## config.mk

```make
export PLATFORM = sky130hd
export DESIGN_NAME = down_cnt_timer
export DESIGN_NICKNAME = d
export VERILOG_FILES = /design/src/rtl/timer_pkg.sv /design/src/rtl/down_cnt_core.sv /design/src/rtl/down_cnt_timer.sv
export SDC_FILE = /design/constraint.sdc
export NUM_CORES = 1
export LEC_CHECK = 0
export CAP_MARGIN = 20
export CELL_PAD_IN_SITES_DETAIL_PLACEMENT = 1
export CELL_PAD_IN_SITES_GLOBAL_PLACEMENT = 1
export CORE_ASPECT_RATIO = 1.75
export CORE_MARGIN = 5
export CORE_UTILIZATION = 39
export DETAILED_ROUTE_END_ITERATION = 16
export GPL_TIMING_DRIVEN = 1
export HOLD_SLACK_MARGIN = 0.15
export PLACE_DENSITY_LB_ADDON = 0.15
export SYNTH_ARGS = -nofsm -noshare
export SYNTH_HDL_FRONTEND = slang
export SYNTH_SLANG_ARGS = --single-unit
```

## constraint.sdc

```tcl
create_clock -name clk -period 3.4 [get_ports clk]
set_input_delay 0.34 -clock clk [delete_from_list [all_inputs] [get_ports clk]]
set_output_delay 0.34 -clock clk [all_outputs]
set_load 0.01 [all_outputs]
```

## src/rtl/timer_pkg.sv

```systemverilog
// Shared types and defaults for the down-counting timer.
package timer_pkg;

    typedef enum logic [1:0] {
        IDLE = 2'd0,
        RUN  = 2'd1,
        HOLD = 2'd2,
        DONE = 2'd3
    } tmr_state_t;

    localparam int unsigned DEF_WIDTH = 8;

endpackage

```

## src/rtl/down_cnt_core.sv

```systemverilog
// Counter datapath: async reset, sync clear, parallel load and decrement.
module down_cnt_core #(
    parameter int unsigned WIDTH = 8
) (
    input  logic             clk,
    input  logic             rstn,
    input  logic             clr,
    input  logic             load,
    input  logic [WIDTH-1:0] load_data,
    input  logic             dec,
    output logic [WIDTH-1:0] cnt,
    output logic             zero
);

    always_ff @(posedge clk or negedge rstn) begin
        if (!rstn) begin
            cnt <= '0;
        end else if (clr) begin
            cnt <= '0;
        end else if (load) begin
            cnt <= load_data;
        end else if (dec && (cnt != '0)) begin
            // Guarded so the count can never wrap to all-ones.
            cnt <= cnt - 1'b1;
        end
    end

    assign zero = (cnt == '0);

endmodule

```

## src/rtl/down_cnt_timer.sv

```systemverilog
// Programmable down-counting timer with one-shot / auto-reload modes and
// start/pause/clear strobes; all outputs registered.
module down_cnt_timer
    import timer_pkg::*;
#(
    parameter int unsigned WIDTH = DEF_WIDTH
) (
    input  logic             clk,
    input  logic             rstn,
    input  logic             clr,
    input  logic             load,
    input  logic [WIDTH-1:0] load_val,
    input  logic             start,
    input  logic             pause,
    input  logic             auto_reload,
    output logic [WIDTH-1:0] cnt,
    output logic             busy,
    output logic             tc_pulse,
    output logic             done
);

    tmr_state_t       state_q, state_d;
    logic [WIDTH-1:0] reload_q;
    logic             core_load;
    logic [WIDTH-1:0] core_data;
    logic             core_dec;
    logic             zero;
    logic             tc_d;

    always_comb begin
        state_d   = state_q;
        core_load = 1'b0;
        core_data = load_val;
        core_dec  = 1'b0;
        tc_d      = 1'b0;
        if (clr) begin
            state_d = IDLE;
        end else if (load) begin
            state_d   = IDLE;
            core_load = 1'b1;
        end else begin
            unique case (state_q)
                IDLE, DONE: begin
                    if (start) begin
                        state_d   = RUN;
                        core_load = 1'b1;
                        core_data = reload_q;
                    end
                end
                RUN: begin
                    if (pause) begin
                        state_d = HOLD;
                    end else if (!zero) begin
                        core_dec = 1'b1;
                    end else begin
                        tc_d = 1'b1;
                        if (auto_reload) begin
                            core_load = 1'b1;
                            core_data = reload_q;
                        end else begin
                            state_d = DONE;
                        end
                    end
                end
                HOLD: begin
                    // Resume only changes state; decrement restarts next cycle.
                    if (start) begin
                        state_d = RUN;
                    end
                end
                default: state_d = IDLE;
            endcase
        end
    end

    always_ff @(posedge clk or negedge rstn) begin
        if (!rstn) begin
            state_q  <= IDLE;
            reload_q <= '0;
            tc_pulse <= 1'b0;
            busy     <= 1'b0;
            done     <= 1'b0;
        end else begin
            state_q  <= state_d;
            tc_pulse <= tc_d;
            busy     <= (state_d == RUN) || (state_d == HOLD);
            done     <= (state_d == DONE);
            if (!clr && load) begin
                reload_q <= load_val;
            end
        end
    end

    down_cnt_core #(
        .WIDTH(WIDTH)
    ) u_core (
        .clk      (clk),
        .rstn     (rstn),
        .clr      (clr),
        .load     (core_load),
        .load_data(core_data),
        .dec      (core_dec),
        .cnt      (cnt),
        .zero     (zero)
    );

endmodule
```

==> metrics <==
status finished clean; Crit path max-delay family simple AND/OR/NAND/NOR gates; met2 wire length approximately 2.4 mm; power per cell area approximately 400 nW/µm²; post-route ant nets 0; htree depth 1; DIE WIDTH 54.9 µm; Clock Path Buffers 2; final hold slack roughly 0.44 ns; #FFs+latches synth 21; peak fanout along the critical path 5; worst path bufs/invs 1; vias post-DR 1,300; CTS hold repair buffers 0; Routed WL per cell around 19 µm; met3 wire len roughly 100 µm; final instance area ~1700 µm²; overall routed net length 4.20 mm; via/cell ratio 5.96; Area Growth Syn to Fin 25.6%; Ant. Diodes 0; Setup Buffers After CTS 0; initial antenna violation count 0; CP Cell Sequence inv_1 -> ha_1 -> nor3b_1 -> nand2_1 -> nor2_1 -> a211oi_1 -> a2111oi_0 -> ha_1; Post-Synth XOR/XNOR Area 0.00636; Worst Tran Pin Value 0.677 ns; Post-Syn Area 1380 µm²; worst relative slew slack 0.546; Layout fillers between 400 and 500; core area between 3000 and 4000 µm²; area of the multi-input gates between 700 and 800 µm²; DR pass1 iterations 6; fin crit period between 2 and 3 ns; top cell type's share of synthesized area 0.382; M1 wire length between 1.5 and 2 mm; nets a little under 200; die area just under 5000 µm²; Starting DRT DRC Count between 50 and 60; GPL Wtd Cong slightly above 0.9; Detail Placement HPWL 3.26 mm; layout cells sized above 1 0.133; Skew-Pair Late Insertion Delay roughly 0.26 ns; post-synthesis compound-gate area fraction 0.238; simple-gate area share of the yosys netlist 0.218; GR Overflow Total 0; largest net degree at the start of global routing 22; max-slew violations 0; Placed Area approximately 1700 µm²; # rows 28; Reg area roughly 530 µm²; Avg Synthesized Cell Area around 9.3 µm²; CP peak stage delay approximately 0.58 ns; register area share after synthesis 0.382; Post-Syn Nets about 170; FF-to-FF setup slack about 0.84 ns; CTS root buf clkbuf_8; die height between 80 and 90 µm; clk_skew between 0.002 and 0.003 ns; CP max-delay cell a2111oi_0; first-pass GRT wire length 6.80 mm; CP Launch Type flop; adder-cell area share of the yosys netlist 0.0545; largest cells by area after synthesis dfrtp_1 38%, mux2_2 5.7%, ha_1 5.5%, a222oi_1 5.1%, nand2_1 4.9%; post-synthesis mux area share 0.0573; CP required ~3.6 ns; Clock transition at path regs ~0.08 ns; Yosys warning total 0; post-synth top area cell dfrtp_1; Critical Path End Type flop; Hold Crit Class in2async; Max Fclk 0.390 GHz; port bufs 25; DR DRC count 0; Final period util 0.754; Resized cells post-CTS 0; CP most frequent cell ha_1; CTS buffer count 3; final setup TNS 0 ns; Tot GR Track Use 0.193; IR drop worst, VDD about 0.26 mV; number of enable flip-flop cells after synthesis 0; Post-synth top flop dfrtp_1; Initial Util 0.405; vias in the first global route approximately 1.4k; largest family of logic cells by synthesized area compound AO/OA/AOI/OAI gates; leakage a little over 0.0007 µW; CTS tree built; RSZ-0062 raised after global routing no; count of cell types in the netlist 38; final setup vio count 0; synthesized netlist cell count approximately 150; Sink Count 21; Synth async-reset ratio 1.00; uppermost routed layer met4; Crit Path Category reg2reg; crit path DAT about 2.7 ns; Fin. Hold Viols 0; Maximum Capacitance Violations 0; num ports 26
==> per-stage QoR <==
step	cells	utilization	total power (µW)	worst slack (ns)
after floorplan	148	-	433	1.07
after global placement	213	0.491	522	0.817
after detailed placement	213	0.491	528	0.814
after CTS	217	0.504	698	0.801
after global routing	218	0.509	738	0.519
final	218	0.509	694	0.838
==> power by group <==
part | internal, µW | leakage, µW | total (µW) | switching (µW)
clock | 81.8 | 0.0000255 | 170 | 88.4
sequential | 276 | 0.000269 | 306 | 30.2
combinational | 107 | 0.000412 | 218 | 111
==> cell usage after synthesis (all sizes together), types with 3 or more instances <==
master,number
o22ai,5
o2bb2ai,5
nand2,18
mux2,7
clkbuf,6
a211oi,4
nor3,3
nor4,3
inv,10
o21ai,11
ha,6
nor2,6
a21oi,3
nand2b,6
dfrtp,21
or2,4
a222oi,7
==> sequential cells by signal, indices dropped and copies added (netlist names) <==
signal and flops:
reload_q 8, u_core.cnt 8, state_q 2, busy 1
done 1, tc_pulse 1
==> cell families (layout without fill, tap and decap cells) <==
group	count (synthesis)	after routing
muxes	7	7
DFF	21	21
AOI/OAI and AO/OA	44	44
buffers and inverters	16	41
xor gates and xnor gates	1	1
adders and majority gates	6	6
and+or+nand+nor	53	53
==> per-layer routing <==
metal | track usage | vias to the layer above
li1 | - | 614
met1 | 0.212 | 651
met2 | 0.360 | 27
met3 | 0.0253 | 8
met4 | 0.0686 | 0
met5 | 0 | -
==> placed cells by master (no fill, tap or decap), types with 2 or more instances in the layout <==
master            n
clkdlybuf4s50_1  25
dfrtp_1          21
nand2_1          18
o21ai_0          11
inv_1            10
a222oi_1          7
mux2_2            7
nor2_1            6
nand2b_1          6
ha_1              6
o22ai_1           5
o2bb2ai_1         5
a211oi_1          4
or2_2             4
nor3_1            3
a21oi_1           3
clkbuf_8          3
nor4_1            2
or3_1             2
nand3_1           2
o221ai_1          2
==> cell type report <==
type	instances	share of cell area
timing repair buffer	27	0.158
tap	45	0.0326
clock buffer	3	0.0239
sequential	21	0.304
clock inverter	1	0.00289
multi-input combinational	111	0.457
inverter	10	0.0217
==> final timing paths <==
check                                   start            end  depth (start not counted)
worst max register to register  u_core.cnt[0]           busy                          8
worst max-delay path            u_core.cnt[0]           busy                          8
worst min register to register    reload_q[0]    reload_q[0]                          2
max in group asynchronous                rstn           done                          2
worst min-delay path                     rstn  u_core.cnt[1]                          1
min in group clk                  reload_q[0]    reload_q[0]                          2
No activity file was read; power rests on OpenSTA's default activity.
